**src/rtl/dm_arbiter.sv**
```systemverilog
// Two-master arbiter for the shared data-memory port: combinational grant,
// round-robin with a bounded burst per owner, registered read data back to the winner.
module dm_arbiter #(
  parameter int AW        = 32,
  parameter int DW        = 32,
  parameter int MAX_BURST = 4
) (
  input  logic          clk,
  input  logic          rst,

  input  logic          m0_req,
  input  logic          m0_we,
  input  logic [AW-1:0] m0_addr,
  input  logic [DW-1:0] m0_wdata,
  input  logic [2:0]    m0_type,
  output logic          m0_gnt,
  output logic          m0_rvalid,
  output logic [DW-1:0] m0_rdata,

  input  logic          m1_req,
  input  logic          m1_we,
  input  logic [AW-1:0] m1_addr,
  input  logic [DW-1:0] m1_wdata,
  input  logic [2:0]    m1_type,
  output logic          m1_gnt,
  output logic          m1_rvalid,
  output logic [DW-1:0] m1_rdata,

  output logic          dm_we,
  output logic [AW-1:0] dm_addr,
  output logic [DW-1:0] dm_din,
  output logic [2:0]    dm_type,
  input  logic [DW-1:0] dm_dout,

  output logic [1:0]    owner
);

  localparam int            CW      = $clog2(MAX_BURST + 1);
  localparam logic [CW-1:0] CNT_MAX = CW'(MAX_BURST);
  localparam logic [CW-1:0] CNT_ONE = CW'(1);

  typedef enum logic [1:0] {
    IDLE = 2'b00,
    OWN0 = 2'b01,
    OWN1 = 2'b10
  } st_e;

  st_e           st_q, st_d;
  logic [CW-1:0] cnt_q, cnt_d;
  logic          m0_rvalid_q, m0_rvalid_d;
  logic          m1_rvalid_q, m1_rvalid_d;
  logic [DW-1:0] m0_rdata_q, m0_rdata_d;
  logic [DW-1:0] m1_rdata_q, m1_rdata_d;

  logic sel1;
  logic gnt0;
  logic gnt1;

  // Burst length saturates at MAX_BURST so a long solo run cannot wrap the counter.
  function automatic logic [CW-1:0] sat_inc(input logic [CW-1:0] c);
    sat_inc = (c >= CNT_MAX) ? CNT_MAX : c + CNT_ONE;
  endfunction

  // Winner depends only on requests and registered state, never on a grant.
  always_comb begin
    sel1 = 1'b0;
    if (m1_req && !m0_req) begin
      sel1 = 1'b1;
    end else if (m1_req && m0_req) begin
      case (st_q)
        OWN0:    sel1 = (cnt_q >= CNT_MAX);
        OWN1:    sel1 = (cnt_q <  CNT_MAX);
        default: sel1 = 1'b0;
      endcase
    end
    gnt0 = !rst && m0_req && !sel1;
    gnt1 = !rst && m1_req &&  sel1;
  end

  assign m0_gnt = gnt0;
  assign m1_gnt = gnt1;

  always_comb begin
    dm_we   = 1'b0;
    dm_addr = '0;
    dm_din  = '0;
    dm_type = 3'b000;
    if (gnt1) begin
      dm_we   = m1_we;
      dm_addr = m1_addr;
      dm_din  = m1_wdata;
      dm_type = m1_type;
    end else if (gnt0) begin
      dm_we   = m0_we;
      dm_addr = m0_addr;
      dm_din  = m0_wdata;
      dm_type = m0_type;
    end
  end

  always_comb begin
    st_d  = IDLE;
    cnt_d = '0;
    if (gnt0) begin
      if (st_q == OWN0) begin
        st_d  = OWN0;
        cnt_d = sat_inc(cnt_q);
      end else begin
        st_d  = OWN0;
        cnt_d = CNT_ONE;
      end
    end else if (gnt1) begin
      if (st_q == OWN1) begin
        st_d  = OWN1;
        cnt_d = sat_inc(cnt_q);
      end else begin
        st_d  = OWN1;
        cnt_d = CNT_ONE;
      end
    end
  end

  // Read data is captured on the granted read's edge and held until the next read on that port.
  always_comb begin
    m0_rvalid_d = gnt0 && !m0_we;
    m1_rvalid_d = gnt1 && !m1_we;
    m0_rdata_d  = m0_rvalid_d ? dm_dout : m0_rdata_q;
    m1_rdata_d  = m1_rvalid_d ? dm_dout : m1_rdata_q;
  end

  always_ff @(posedge clk or posedge rst) begin
    if (rst) begin
      st_q        <= IDLE;
      cnt_q       <= '0;
      m0_rvalid_q <= 1'b0;
      m1_rvalid_q <= 1'b0;
      m0_rdata_q  <= '0;
      m1_rdata_q  <= '0;
    end else begin
      st_q        <= st_d;
      cnt_q       <= cnt_d;
      m0_rvalid_q <= m0_rvalid_d;
      m1_rvalid_q <= m1_rvalid_d;
      m0_rdata_q  <= m0_rdata_d;
      m1_rdata_q  <= m1_rdata_d;
    end
  end

  assign m0_rvalid = m0_rvalid_q;
  assign m1_rvalid = m1_rvalid_q;
  assign m0_rdata  = m0_rdata_q;
  assign m1_rdata  = m1_rdata_q;
  assign owner     = st_q;

endmodule
```
**config.mk**
```make
export PLATFORM = sky130hd
export DESIGN_NAME = dm_arbiter
export DESIGN_NICKNAME = d
export VERILOG_FILES = /design/src/rtl/dm_arbiter.sv
export SDC_FILE = /design/constraint.sdc
export NUM_CORES = 1
export LEC_CHECK = 0
export CAP_MARGIN = 25
export CORE_ASPECT_RATIO = 0.75
export CORE_MARGIN = 3
export CORE_UTILIZATION = 35
export CTS_CLUSTER_DIAMETER = 60
export CTS_CLUSTER_SIZE = 14
export DETAILED_ROUTE_END_ITERATION = 12
export PLACE_DENSITY = 0.82
export REMOVE_ABC_BUFFERS = 1
export SETUP_SLACK_MARGIN = 0.05
export SLEW_MARGIN = 10
export SYNTH_ARGS = -nofsm -noshare
export SYNTH_HDL_FRONTEND = slang
export SYNTH_SLANG_ARGS = --single-unit
```
**constraint.sdc**
```tcl
create_clock -name clk -period 7.5 [get_ports clk]
set_input_delay 1.5 -clock clk [delete_from_list [all_inputs] [get_ports clk]]
set_output_delay 1.5 -clock clk [all_outputs]
set_load 0.005 [all_outputs]
```
After elaboration in Yosys (flattened, before gate mapping)
Index checks and enable logic that the tools add are counted.
{"block": "totals", "reg_bits": 71, "in_bits": 172, "out_inout_bits": 138, "word_cells": 42}
{"block": "op_classes", "add_sub_neg": 1, "n_lt_le_gt_ge": 2, "n_eq_ne": 2, "n_mux": 18, "reduce_logical": 13}
{"cell": "$mux W32", "count": 4}
{"cell": "$mux W3", "count": 7}
{"cell": "$logic_and A1 B1 Y1", "count": 8}
{"cell": "$logic_not A1 Y1", "count": 5}
{"cell": "$mux W1", "count": 4}
{"cell": "$mux W2", "count": 2}
{"cell": "$add A3 B1 Y3 const B", "count": 1}
{"cell": "$ge A3 B3 Y1 const B", "count": 1}
{"cell": "$lt A3 B3 Y1 const B", "count": 1}
{"cell": "$eq A2 B1 Y1 const B", "count": 1}
{"cell": "$eq A2 B2 Y1 const B", "count": 1}
{"cell": "$pmux W1 S2", "count": 1}

Logic depth before layout (Yosys ltp)
Gate-level depths: netlist of run 1.
{"block": "depth", "ltp_word": 8, "mapped_depth": 7, "depth_no_buf": 5}

Worst setup path before layout of run 1
OpenSTA, ideal clock, no wires.
{"block": "synth_timing", "path_type": "input -> output", "from": "in rst", "to": "out dm_addr[19]", "arrival_ps": 4412, "setup_slack_ps": 1588, "cell_stages": 5, "path_buffers": 2, "cell_sequence": "clkbuf_1 -> inv_2 -> clkbuf_1 -> nand2_1 -> o32ai_1"}
{"block": "synth_between", "elab_chain_len": 5, "elab_cells_between_ends": 7, "cone_classes": "2 x mux; 5 x reduce/logical"}
{"element": "start, declared", "line": "9", "text": "input logic rst,"}
{"element": "$logic_not A1 Y1 (no source line) (*)"}
{"element": "$logic_and A1 B1 Y1 (2 in a row)", "line": "76", "text": "gnt0 = !rst && m0_req && !sel1;"}
{"element": "$mux W32", "line": "93", "text": "end else if (gnt0) begin"}
{"element": "$mux W32 (*)", "line": "88", "text": "if (gnt1) begin"}
{"element": "end, declared", "line": "30", "text": "output logic [AW-1:0] dm_addr,"}
Every way passes the cells marked *; elsewhere a longest branch is shown, timed or not.

Final worst setup path of run 1
{"block": "layout_timing", "from": "in m1_req", "to": "out dm_din[12]"}
{"block": "layout_between", "elab_chain_len": 7, "elab_cells_between_ends": 10, "cone_classes": "4 x mux; 6 x reduce/logical"}
{"element": "start, declared", "line": "20", "text": "input logic m1_req,"}
{"element": "$logic_and A1 B1 Y1", "line": "69", "text": "end else if (m1_req && m0_req) begin"}
{"element": "$mux W1", "line": "69"}
{"element": "$mux W1", "line": "67", "text": "if (m1_req && !m0_req) begin"}
{"element": "$logic_not A1 Y1", "line": "76"}
{"element": "$logic_and A1 B1 Y1", "line": "76"}
{"element": "$mux W32", "line": "93"}
{"element": "$mux W32 (*)", "line": "88"}
{"element": "end, declared", "line": "31", "text": "output logic [DW-1:0] dm_din,"}
Marked as above.

==> parameters.txt, run 1 <==
Parameter                              Value

Timing
  Upper clock frequency limit ... 0.1776 GHz
  Count of pins over their slew limit ... 0
  Worst slew margin ... 0.4961
  Final cycle utilization of the critical path ... 0.7508
  Final setup vio count ... 0
  Setup tns final ... 0 ps
  Shortest clock period the worst path allows after layout ... about 5600 ps
  Worst clock skew ... 2.625 ps
  Least-Margin Pin Slew ... 755.8 ps
  RSZ-0062 raised after global routing ... false
  Final hold violation count ... 0

Setup path
  Kind of end point of the critical path ... primary output
  Start of the worst register-to-register path ... owner[0]
  Slowest stage cell, crit path ... sky130_fd_sc_hd__clkdlybuf4s50_1
  Most prevalent standard cell on the critical path ... sky130_fd_sc_hd__clkdlybuf4s50_1
  CP Class ... in -> out
  Ordered cell list for the critical path ... clkdlybuf4s50_1, nand2b_1, a2bb2oi_4, buf_4, o32ai_1, clkdlybuf4s50_1
  Maximum cell stage delay along the critical path ... 580 ps
  Worst setup SP type ... input port
  Maximum fanout count along the critical path ... 61
  Required time of the critical path ... 6000 ps
  Source of the critical timing path ... m1_req
  Critical Path AT ... 4130 ps

Route
  Post-route ant nets ... 0
  Average wire per standard cell ... about 18 microns
  Total number of vias ... 4,344
  First-iteration detailed-routing DRC count ... 211
  DR DRC count ... 0
  Number of search-and-repair iterations in the first detailed-routing pass ... 5
  Via density per instance ... 5.005
  Routed wire length ... approximately 16,000 microns

Min path
  Startpoint of the most critical hold path ... m0_rdata[16]
  Hold/Removal Path Class ... reg -> reg

Layout
  Area Overhead vs Synth ... 82.80%
  Most common library cell in the layout ignoring fill and taps ... sky130_fd_sc_hd__clkdlybuf4s50_1
  Filler Cells Inserted ... 873
  Area of all sequential standard cells ... 0.001777 sq mm
  Footprint of the multi-input gates ... 0.001973 sq mm
  Antenna diode instance count ... 0
  Most frequent cells in the layout ... sky130_fd_sc_hd__clkdlybuf4s50_1, sky130_fd_sc_hd__inv_1, sky130_fd_sc_hd__dfrtp_1
  Total Nets Final ... between 800 and 900
  Fraction of final layout cells sized beyond drive strength 1 ... 0.1308

CTS
  # hold bufs at CTS ... 0
  Worst-Skew Late Latency ... 330 ps
  Worst-case clock buffer depth ... 2
  Post-CTS clock slew at the launch and capture registers of the worst setup and hold paths ... 50 ps
  Cell at the root of the clock tree ... sky130_fd_sc_hd__clkbuf_16
  H-tree depth ... 3
  Resize count post-CTS ... 0
  CTS sink count ... 71
  Buffer count from post-CTS setup fixing ... 0
  TritonCTS buffer count ... 9
  Clock tree from TritonCTS ... done

Floorplanning
  Total Die Area ... between 0.01 and 0.015 sq mm
  Die Y-Extent ... slightly above 100 microns
  I/O pins ... 310
  Die X-Extent ... 132.5 microns
  Number of placement rows ... 33
  Starting utilization of the core area ... 0.3710
  Placeable core region ... 0.01131 sq mm

Synthesis
  Flops & latches, synth ... 71
  Syn_area_per_cell ... 10.09 sq um
  Share of the yosys chip area belonging to registers ... 0.4232
  Dominant cell type by area after synthesis ... sky130_fd_sc_hd__dfrtp_1
  Synthesized cell area ... 0.004198 sq mm
  Async set-reset flop share out of synthesis ... 1.000
  Cell types with the largest area share after synthesis ... sky130_fd_sc_hd__dfrtp_1, sky130_fd_sc_hd__o32ai_1, sky130_fd_sc_hd__mux2_4
  Cell variety after synth ... 33
  Prevailing post-synth register cell ... sky130_fd_sc_hd__dfrtp_1
  Top-area cell type share of the netlist area ... 0.4232
  EDFF count, synth ... 0
  Gate Count Post-Synth ... 416
  Yosys synthesis warning count ... 0

Placement
  Global placer's final weighted congestion ... between 0.8 and 0.9
  DP Wirelength ... 12,130 microns
  Count of input and output buffers ... 309

Power
  Total power divided by cell area ... between 150 and 200 mW/mm^2
  Leakage power figure ... 0.003250 uW
  VDD IR-drop max ... 145.6 uV
  Total chip power ... 1379 uW

Global routing
  First-pass GRT wire length ... 24,490 microns
  Global route overflow ... 0
  Via count of the first global-routing pass ... approximately 4,400
  Initial antenna violation count ... 0
  Combined global-route utilization of all metal layers ... 0.2303
  Maximum number of pins on one net before global-route repair ... roughly 100

Flow run
  Max-Cap Viols ... 0

Status
  Status ... complete, no violations
[state kept, by name (all words and copies together), names as in the netlist]
register / flops
m0_rvalid: 1
owner: 2
m1_rdata: 32
m0_rdata: 32
cnt_q: 3
m1_rvalid: 1
[cell type report]
| type | count | share of cell area |
|---|---|---|
| timing repair buffer | 316 | 0.4145 |
| clock buffer | 12 | 0.03082 |
| tap | 157 | 0.02560 |
| multi-input combinational | 232 | 0.2571 |
| sequential | 71 | 0.2315 |
| inverter | 76 | 0.03750 |
| clock inverter | 4 | 0.002935 |
[cell usage after synthesis (all sizes together) (2+ instances only)]
cell / instances
o21ai: 2
nor2: 5
mux2: 64
inv: 76
dfrtp: 71
clkbuf: 25
nand2b: 3
nand2: 70
a21oi: 2
ha: 4
o32ai: 68
buf: 12
[routing by layer]
layer	wire (microns)	vias to the layer above	GRT usage	part of all wire
met5	0	-	0	0
met4	329	0	0.05591	0.021
met3	1155	24	0.08034	0.072
met2	8180	191	0.4112	0.51
met1	6345	2098	0.2679	0.40
li1	-	2031	-	-
[through the flow]
| stage | setup slack [ps] | hold slack, ps | instances | instance area (sq um) | util |
|---|---|---|---|---|---|
| finish | 1869 | 499.2 | 868 | 7674 | 0.6783 |
| global route | 1722 | 510.1 | 868 | 7674 | 0.6783 |
| CTS | 1885 | 503.5 | 867 | 7646 | 0.6758 |
| detailed placement | 1885 | 491.2 | 851 | 7387 | 0.6530 |
| global placement | 1982 | 487.7 | 850 | 7360 | 0.6505 |
| floorplan | 1932 | 504.3 | 379 | 4001 | - |
[logic make-up (layout without fill, tap and decap cells)]
family / count (synthesis) / after routing / share of synthesized area
AND/OR/NAND/NOR: 83 / 83 / 0.08078
multiplexers: 65 / 65 / 0.2009
AO/OA/AOI/OAI: 80 / 80 / 0.1684
flip-flops: 71 / 71 / 0.4232
buffers and inverters: 113 / 408 / 0.1148
adder cells (fa/ha/maj): 4 / 4 / 0.01192
[critical path: cells and delay by family]
family / cells / cell delay [ps]
buffers and inverters: 3 / 1650
AND/OR/NAND/NOR: 1 / 360
AO/OA/AOI/OAI: 2 / 590
[path summary, 6_finish.rpt]
path                       depth (start not counted)            to  slack (ps)
setup / recovery                                   6    dm_din[12]        1870
hold / removal                                     1  m0_rdata[16]         500
setup reg to reg                                   6   m0_rdata[3]        5090
hold reg to reg                                    1  m0_rdata[16]         500
max in group asynchronous                          4  m0_rdata[27]        5150
min in group asynchronous                          2      owner[1]        1170
[report_power, final]
part	internal (uW)	switching [uW]
clock network	222	149
logic	345	158
registers	460	43.8
(Power assumes the default switching activity.)
==> run 2: changes to the inputs <==
==> constraint.sdc (replaced) <==
create_clock -name clk -period 5.4 [get_ports clk]
set_input_delay 1.08 -clock clk [delete_from_list [all_inputs] [get_ports clk]]
set_output_delay 1.08 -clock clk [all_outputs]
set_load 0.005 [all_outputs]
==> run 2 against run 1 <==
Total power is 46% higher. Highest routed layer unchanged. Register-to-register slack worse by 2200 ps. Core utilization is 0.35 points higher. Largest cell class unchanged. Non-clock buffer count is 1 lower. Critical path depth stayed put. Sequential power is 39% higher. Critical endpoint unchanged.
==> parameters.txt, run 2 (same netlist as run 1, synthesis figures left out) <==
Parameter                              Value

Timing
  Upper clock frequency limit ... between 0.2 and 0.25 GHz
  Count of pins over their slew limit ... 0 (unchanged)
  Final hold violation count ... 0 (unchanged)
  Final setup vio count ... 0 (unchanged)
  Final worst hold slack ... 500.3 ps (was 499.2 ps)
  Worst clock skew ... 3.886 ps (was 2.625 ps)
  Shortest clock period the worst path allows after layout ... 4636 ps
  Setup tns final ... 0 ps (unchanged)
  Least-Margin Pin Slew ... 913.9 ps (was 755.8 ps)
  Worst slew margin ... 0.3908 (was 0.4961)
  Final cycle utilization of the critical path ... 0.8586
  RSZ-0062 raised after global routing ... false (unchanged)

CTS
  Worst-Skew Late Latency ... 320 ps (was 330 ps)
  H-tree depth ... 3 (unchanged)
  Resize count post-CTS ... 0 (unchanged)
  TritonCTS buffer count ... 9 (unchanged)
  CTS sink count ... 71 (unchanged)
  Cell at the root of the clock tree ... sky130_fd_sc_hd__clkbuf_16 (unchanged)
  Worst-case clock buffer depth ... 2 (unchanged)
  # hold bufs at CTS ... 0 (unchanged)
  Post-CTS clock slew at the launch and capture registers of the worst setup and hold paths ... 50 ps (about the same)
  Clock tree from TritonCTS ... done (unchanged)
  Buffer count from post-CTS setup fixing ... 0 (unchanged)

Setup path
  Reg-to-Reg End ... m0_rdata[11] (was m0_rdata[3])
  Kind of end point of the critical path ... primary output (unchanged)
  Most prevalent standard cell on the critical path ... sky130_fd_sc_hd__clkdlybuf4s50_1 (unchanged)
  Maximum fanout count along the critical path ... 68 (was 61)
  CP Class ... in -> out (unchanged)
  Critical Path AT ... 3560 ps (was 4130 ps)
  Number of cells on the worst reg-to-reg path ... 6 (unchanged)
  Worst setup SP type ... input port (unchanged)
  Crit path buffers/inverters ... 3 (unchanged)
  Cell family with most CP delay ... buffers and inverters (unchanged)
  Required time of the critical path ... 4320 ps (was 6000 ps)
  Maximum cell stage delay along the critical path ... 610 ps (was 580 ps)
  R2R Setup Slk ... 2940 ps (was 5090 ps)
  Ordered cell list for the critical path ... clkdlybuf4s50_1, nand2b_1, o21ai_4, buf_4, o32ai_1, clkdlybuf4s50_1 (was clkdlybuf4s50_1, nand2b_1, a2bb2oi_4, buf_4, o32ai_1, clkdlybuf4s50_1)
  Start of the worst register-to-register path ... owner[0] (unchanged)
  Slowest stage cell, crit path ... sky130_fd_sc_hd__clkdlybuf4s50_1 (unchanged)

Global routing
  Met3 routing resource usage after global routing ... 0.06936 (was 0.08034)
  Initial antenna violation count ... 1 (was 0)
  Maximum number of pins on one net before global-route repair ... 92 (was 104)
  Via count of the first global-routing pass ... 4,343 (was 4,359)
  Global-route track usage on met2 ... 0.3955 (was 0.4112)
  Combined global-route utilization of all metal layers ... 0.2308 (was 0.2303)
  Global route overflow ... 0 (unchanged)
  M1 GR Usage ... 0.2837 (was 0.2679)
  First-pass GRT wire length ... 24,500 microns (was 24,490 microns)
  Most heavily used metal layer in global routing ... met2 (unchanged)

Floorplanning
  Die Y-Extent ... 100.8 microns (unchanged)
  Number of placement rows ... 33 (unchanged)
  Total Die Area ... 0.01336 sq mm (unchanged)
  Starting utilization of the core area ... 0.3710 (unchanged)
  I/O pins ... 310 (unchanged)
  Die X-Extent ... 132.5 microns (unchanged)
  Placeable core region ... 0.01131 sq mm (unchanged)

Route
  Via density per instance ... 4.943 (was 5.005)
  Total number of vias ... 4,286 (was 4,344)
  First-iteration detailed-routing DRC count ... 263 (was 211)
  Post-route ant nets ... 0 (unchanged)
  Routed wire length ... 16,080 microns (was 16,010 microns)
  DR DRC count ... 0 (unchanged)
  Average wire per standard cell ... 18.55 microns (was 18.44 microns)
  Number of search-and-repair iterations in the first detailed-routing pass ... 4 (was 5)

Status
  Status ... complete, no violations (unchanged)

Layout
  Total Nets Final ... 881 (was 882)
  Area Overhead vs Synth ... 83.76% (was 82.80%)
  Most frequent cells in the layout ... sky130_fd_sc_hd__clkdlybuf4s50_1, sky130_fd_sc_hd__inv_1, sky130_fd_sc_hd__dfrtp_1 (unchanged)
  Most common library cell in the layout ignoring fill and taps ... sky130_fd_sc_hd__clkdlybuf4s50_1 (unchanged)
  Fraction of final layout cells sized beyond drive strength 1 ... 0.1326 (was 0.1308)

Min path
  Hold/Removal Path Class ... reg -> reg (unchanged)
  Hold Path Depth ... 1 (unchanged)
  Startpoint of the most critical hold path ... m0_rdata[8] (was m0_rdata[16])
  Worst min-delay path endpoint ... m0_rdata[8] (was m0_rdata[16])

Placement
  Count of input and output buffers ... 309 (unchanged)
  DP Wirelength ... 12,010 microns (was 12,130 microns)
  Global placer's final weighted congestion ... 0.8848 (was 0.8747)

Power
  Total power divided by cell area ... 261.0 mW/mm^2 (was 179.7 mW/mm^2)
  VDD IR-drop max ... 197.4 uV (was 145.6 uV)
  Leakage power figure ... 0.003267 uW (was 0.003250 uW)

Flow run
  Max-Cap Viols ... 0 (unchanged)
[run 2: worst reg2reg max path, delay by kind of cell, from the launching register on]
kind,cells,cell delay [ps]
AOI/OAI and AO/OA,1,610
DFF,1,370
adders and majority gates,1,370
muxes,1,370
and+or+nand+nor,1,330
buffers and inverters,2,310
[run 2: through the flow]
stage | cells | instance area, sq um | util | setup WS (ps) | power [uW]
CTS | 866 | 7711 | 0.6816 | 776.4 | 2036
floorplan | 379 | 4001 | - | 672.2 | 926.8
detailed placement | 851 | 7400 | 0.6541 | 798.2 | 1406
global route | 867 | 7714 | 0.6818 | 630.7 | 2111
finish | 867 | 7714 | 0.6818 | 763.6 | 2014
global placement | 850 | 7372 | 0.6516 | 837.5 | 1383
[run 2: where the power goes]
| part | total, uW | switching [uW] | internal (uW) |
|---|---|---|---|
| sequential | 701 | 61.8 | 639 |
| clock | 613 | 213 | 400 |
| combinational | 700 | 221 | 479 |
[run 2: worst max-delay path by stage]
stage            endpoint    from  depth (start not counted)  slack, ps
3_5_place_dp   dm_din[12]  m1_req                          6        800
3_3_place_gp   dm_din[12]  m1_req                          6        840
2_1_floorplan  dm_addr[0]  m1_req                          3        670
6_report       dm_din[12]  m1_req                          6        760
5_1_grt        dm_din[12]  m1_req                          6        630
4_1_cts        dm_din[12]  m1_req                          6        780
[run 2: cell type report]
type                            count  area (sq um)
Timing Repair Buffer              315          3166
Fill cell                         859          3600
Multi-Input combinational cell    232          1973
Inverter                           76         287.8
Sequential cell                    71          1777
Antenna cell                        1         2.502
Tap cell                          157         196.4
Clock buffer                        9         225.2
Clock inverter                      6         86.33
[run 2: per-layer routing]
layer / share of wire / wire length [microns] / up-vias
met5: 0 / 0 / -
met4: 0.025 / 400 / 0
met3: 0.070 / 1123 / 31
met2: 0.50 / 8066 / 176
met1: 0.40 / 6488 / 2047
li1: - / - / 2032
